`src/rtl/mips_register_file_if.sv`:
```
// ============================================================================
// Module  : mips_register_file_if
// Purpose : Read/write/latch bus between the multi-cycle control path and the
//           MIPS general-purpose register file.
// Revision: 1.0 - initial release
// ============================================================================
`default_nettype none

interface mips_register_file_if #(
  parameter int DATA_WIDTH = 32,
  parameter int ADDR_WIDTH = 5
);
  logic [ADDR_WIDTH-1:0] ReadReg1;
  logic [ADDR_WIDTH-1:0] ReadReg2;
  logic [ADDR_WIDTH-1:0] WriteReg;
  logic [DATA_WIDTH-1:0] WriteData;
  logic                  RegWrite;
  logic                  LoadAB;
  logic [DATA_WIDTH-1:0] ReadData1;
  logic [DATA_WIDTH-1:0] ReadData2;

  modport master (
    output ReadReg1, ReadReg2, WriteReg, WriteData, RegWrite, LoadAB,
    input  ReadData1, ReadData2
  );

  modport slave (
    input  ReadReg1, ReadReg2, WriteReg, WriteData, RegWrite, LoadAB,
    output ReadData1, ReadData2
  );
endinterface

`default_nettype wire

```
`src/rtl/mips_register_file.sv`:
```
// ============================================================================
// Module  : mips_register_file
// Purpose : 32-entry register file, $0 hardwired to zero, with registered A/B
//           operand latches and same-edge write-to-latch forwarding.
// Revision: 1.0 - initial release
// ============================================================================
`default_nettype none

module mips_register_file #(
  parameter int DATA_WIDTH = 32,
  parameter int ADDR_WIDTH = 5
) (
  input  wire                   clk,
  input  wire                   reset,
  mips_register_file_if.slave   bus
);

  localparam int c_DEPTH = 1 << ADDR_WIDTH;

  logic [DATA_WIDTH-1:0] r_regs [c_DEPTH];
  logic [DATA_WIDTH-1:0] r_a;
  logic [DATA_WIDTH-1:0] r_b;

  logic                  w_wr_en;
  logic [DATA_WIDTH-1:0] w_rd1;
  logic [DATA_WIDTH-1:0] w_rd2;

  // Writes to $0 are dropped here, which also keeps them out of forwarding.
  assign w_wr_en = bus.RegWrite && (bus.WriteReg != '0);

  always_comb begin
    w_rd1 = r_regs[bus.ReadReg1];
    if (bus.ReadReg1 == '0)
      w_rd1 = '0;
    else if (w_wr_en && (bus.WriteReg == bus.ReadReg1))
      w_rd1 = bus.WriteData;
  end

  always_comb begin
    w_rd2 = r_regs[bus.ReadReg2];
    if (bus.ReadReg2 == '0)
      w_rd2 = '0;
    else if (w_wr_en && (bus.WriteReg == bus.ReadReg2))
      w_rd2 = bus.WriteData;
  end

  always_ff @(posedge clk) begin
    if (reset) begin
      for (int i = 0; i < c_DEPTH; i++)
        r_regs[i] <= '0;
    end else if (w_wr_en) begin
      r_regs[bus.WriteReg] <= bus.WriteData;
    end
  end

  always_ff @(posedge clk) begin
    if (reset) begin
      r_a <= '0;
      r_b <= '0;
    end else if (bus.LoadAB) begin
      r_a <= w_rd1;
      r_b <= w_rd2;
    end
  end

  assign bus.ReadData1 = r_a;
  assign bus.ReadData2 = r_b;

endmodule

`default_nettype wire

```
`src/flat_wrapper.sv`:
```
// flat-port wrapper written by rule: the top's interface ports become plain ports
module mips_register_file_flat 
#(
  parameter int DATA_WIDTH = 32,
  parameter int ADDR_WIDTH = 5
)
  (clk, reset, bus_ReadReg1, bus_ReadReg2, bus_WriteReg, bus_WriteData, bus_RegWrite, bus_LoadAB, bus_ReadData1, bus_ReadData2);
  mips_register_file_if #(.DATA_WIDTH(DATA_WIDTH), .ADDR_WIDTH(ADDR_WIDTH)) bus_i ();
  input  wire clk;
  input  wire reset;
  input wire logic [$bits(bus_i.ReadReg1)-1:0] bus_ReadReg1;
  input wire logic [$bits(bus_i.ReadReg2)-1:0] bus_ReadReg2;
  input wire logic [$bits(bus_i.WriteReg)-1:0] bus_WriteReg;
  input wire logic [$bits(bus_i.WriteData)-1:0] bus_WriteData;
  input wire logic [$bits(bus_i.RegWrite)-1:0] bus_RegWrite;
  input wire logic [$bits(bus_i.LoadAB)-1:0] bus_LoadAB;
  output wire logic [$bits(bus_i.ReadData1)-1:0] bus_ReadData1;
  output wire logic [$bits(bus_i.ReadData2)-1:0] bus_ReadData2;
  assign bus_i.ReadReg1 = bus_ReadReg1;
  assign bus_i.ReadReg2 = bus_ReadReg2;
  assign bus_i.WriteReg = bus_WriteReg;
  assign bus_i.WriteData = bus_WriteData;
  assign bus_i.RegWrite = bus_RegWrite;
  assign bus_i.LoadAB = bus_LoadAB;
  assign bus_ReadData1 = bus_i.ReadData1;
  assign bus_ReadData2 = bus_i.ReadData2;
  mips_register_file #(.DATA_WIDTH(DATA_WIDTH), .ADDR_WIDTH(ADDR_WIDTH)) u_core (.clk(clk), .reset(reset), .bus(bus_i));
endmodule
```
`config.mk`:
```
export PLATFORM = sky130hd
export DESIGN_NAME = mips_register_file_flat
export DESIGN_NICKNAME = d
export VERILOG_FILES = /design/src/rtl/mips_register_file_if.sv /design/src/rtl/mips_register_file.sv /design/src/flat_wrapper.sv
export SDC_FILE = /design/constraint.sdc
export NUM_CORES = 2
export LEC_CHECK = 0
export ABC_CLOCK_PERIOD_IN_PS = 5780
export CORE_MARGIN = 10
export CORE_UTILIZATION = 40
export CTS_BUF_LIST = sky130_fd_sc_hd__clkbuf_4
export CTS_CLUSTER_SIZE = 16
export DETAILED_ROUTE_END_ITERATION = 16
export GPL_ROUTABILITY_DRIVEN = 0
export PLACE_DENSITY_LB_ADDON = 0.15
export SLEW_MARGIN = 20
export SYNTH_ARGS = -nofsm -noshare
export SYNTH_HDL_FRONTEND = slang
export SYNTH_SLANG_ARGS = --single-unit
```
`constraint.sdc`:
```
create_clock -name clk -period 5.78 [get_ports clk]
set_input_delay 1.156 -clock clk [delete_from_list [all_inputs] [get_ports clk]]
set_output_delay 1.156 -clock clk [all_outputs]
set_load 0.01 [all_outputs]
```
==> results.yml <==
worst_setup_path:
  path_max_fanout: 2
  required_ns: 4.62
  max_stage_delay_ns: 0.68
  start_kind: "flop"
  path_cells: "clkdlybuf4s50_1"
  cp_top_family: "buffers and inverters"
  arrival_ns: 2.47
  critPathCaptureType: "output port"
  crit_slowest_cell: "clkdlybuf4s50_1"
  cp_num_buf_inv: 1
  path_class: "reg2out"
run:
  drv_cap: 0
cts:
  clkLatencyLatePin_ns: 1.32
  cts_made_buffers: 327
  postCtsResizedCells: 0
  cts-root-buf: "clkbuf_4"
  clockBufferDepth: 4
  cts_tree: "done"
  cts_sinks: 1088
  hold_buffers: 0
  postCtsSetupBuffers: 0
  clk_pin_slew_ns: 0.07
  ctsHtreeMaxLevel: 5
routing:
  via_per_inst: 6.28
  first_pass_iters: 7
  drt-total-wl_um: 229000
  num_vias: 39600
  drc: 0
  ant_nets: 0
  drt-initial-drc-count: 5559
  drt-wirelength-per-cell_um: 36.3
global_routing:
  overflow: 0
  grt_usage_pct: 28.4
  antenna_found_initial: 31
  grt_pass1_wl_um: 315000
  grt_pass1_vias: 39100
  grt_max_degree: 83
timing:
  rsz0062_at_grt: "no"
  min_period_over_period_pct: 62.8
  setup_tns_ns: 0
  worst_slack_ns: 2.15
  post-route-min-period_ns: 3.63
  slew_viol_final: 0
  finalSetupViolCount: 0
  hold_viol_final: 0
  worst_pin_slew_ns: 1.21
  max_freq_ghz: 0.276
  maxSlewHeadroom_pct: 19.2
  finalClockSkew_ns: 0.113
worst_hold_path:
  min_path_type: "reg2reg"
floorplanning:
  coreArea_mm2: 0.141
  die_x_um: 397
  die_area_mm2: 0.158
  fp-row-count: 138
  start_util_pct: 40.2
  die_h_um: 397
  num_io_pins: 115
synth:
  synthCells: 3917
  ys_seq_area_share_pct: 56.3
  async_flop_share_pct: 0
  synth_area_per_cell_um2: 14.5
  ys_ff_latch: 1088
  netlist_area_mm2: 0.0569
  synth_cell_type_count: 54
  ys_warn_count: 0
  synth-main-ff-cell: "edfxtp_1"
  synth_edf_count: 1024
placement:
  dp.final_hpwl_um: 138000
  io_buffers: 114
  dpl_worst_slack_ns: 1.28
pwr:
  ir_drop_v: 0.000161
  power_mw: 19.2
  power_per_cell_area_mw_per_mm2: 294
  power_leakage_nw: 23.1
layout:
  final_cell_mix: "1024 x edfxtp_1, 996 x and2_1, 490 x clkbuf_4, 383 x mux4_2, 277 x mux2i_1"
  area_delta_synth_final_pct: 14.5
  final_common_cell: "edfxtp_1"
  drive_above_1_share_pct: 27.5
  final_nets: 4213
outcome:
  status: "complete, no violations"
==> state kept, by name, indices dropped and copies added, names as in the netlist <==
name                  count
u_core.bus.ReadData1     32
u_core.bus.ReadData2     32
u_core.r_regs          1024
==> synth_stat cells (25+ instances only) <==
master / number / share of area, %
a211o_1: 32 / 0.49
a211oi_1: 37 / 0.49
a21oi_1: 64 / 0.56
a221o_1: 25 / 0.44
a221oi_1: 87 / 1.3
a22o_1: 48 / 0.74
a22oi_1: 57 / 0.75
and2_1: 997 / 11
buf_2: 60 / 0.53
buf_4: 25 / 0.33
clkbuf_1: 310 / 2.0
dfxtp_1: 64 / 2.3
edfxtp_1: 1024 / 54
mux2_2: 26 / 0.51
mux2i_1: 277 / 4.9
mux4_2: 383 / 15
nand2_1: 29 / 0.19
nor2_1: 42 / 0.28
nor2b_1: 43 / 0.47
o21ai_0: 63 / 0.55
o22ai_1: 43 / 0.47
==> layer usage <==
| metal | up-vias | GRT usage [%] | wire length, um |
|---|---|---|---|
| met2 | 2664 | 44.2 | 105000 |
| met3 | 535 | 6.18 | 23100 |
| met5 | - | 0 | 78 |
| li1 | 15900 | - | - |
| met4 | 12 | 12.8 | 10500 |
| met1 | 20500 | 38.2 | 90700 |
==> cell type report <==
type | instances | area, um^2
well taps | 1890 | 2360
diodes | 23 | 57.6
flip-flops and latches | 1088 | 32000
clock inverters | 66 | 304
fillers | 12500 | 76200
clock buffers | 490 | 3680
multi-input cells | 2437 | 23800
repair buffers | 306 | 2910
inverters | 2 | 7.51
==> logic make-up (layout without fill, tap and decap cells) <==
family | after synthesis | count (layout) | share of synthesized area, %
flops | 1088 | 1088 | 56.3
mux | 705 | 705 | 20.9
simple gates | 1160 | 1160 | 12.5
other cells | 1 | 55 | 0.00659
xor+xnor | 10 | 10 | 0.154
buf+inv | 423 | 864 | 3.21
compound gates | 530 | 530 | 6.96
==> report_power, final <==
| part | total (mW) | internal, mW | switching [mW] |
|---|---|---|---|
| Sequential | 9.36 | 9.07 | 0.295 |
| Combinational | 2.34 | 0.940 | 1.40 |
| Clock | 7.45 | 3.93 | 3.52 |
==> metrics by stage <==
step | instance area (um^2) | cells | utilization, % | hold slack (ns)
floorplan | 57000 | 3948 | - | 0.518
global placement | 61200 | 5723 | 43.3 | 0.470
detailed placement | 61200 | 5723 | 43.3 | 0.474
CTS | 65200 | 6279 | 46.1 | 0.347
global route | 65200 | 6290 | 46.1 | 0.458
finish | 65200 | 6302 | 46.1 | 0.484
==> final timing paths <==
kind,startpoint,to,slack [ns],cells after the start
hold / removal,u_core.bus.ReadData2[28]$_SDFFE_PP0P_,u_core.bus.ReadData2[28]$_SDFFE_PP0P_,0.48,2
setup reg to reg,u_core.r_regs[14][19]$_SDFFCE_PN0P_,u_core.bus.ReadData2[19]$_SDFFE_PP0P_,3.24,5
hold reg to reg,u_core.bus.ReadData2[28]$_SDFFE_PP0P_,u_core.bus.ReadData2[28]$_SDFFE_PP0P_,0.48,2
setup / recovery,u_core.bus.ReadData1[16]$_SDFFE_PP0P_,bus_ReadData1[16],2.15,1
(Power assumes the default switching activity.)
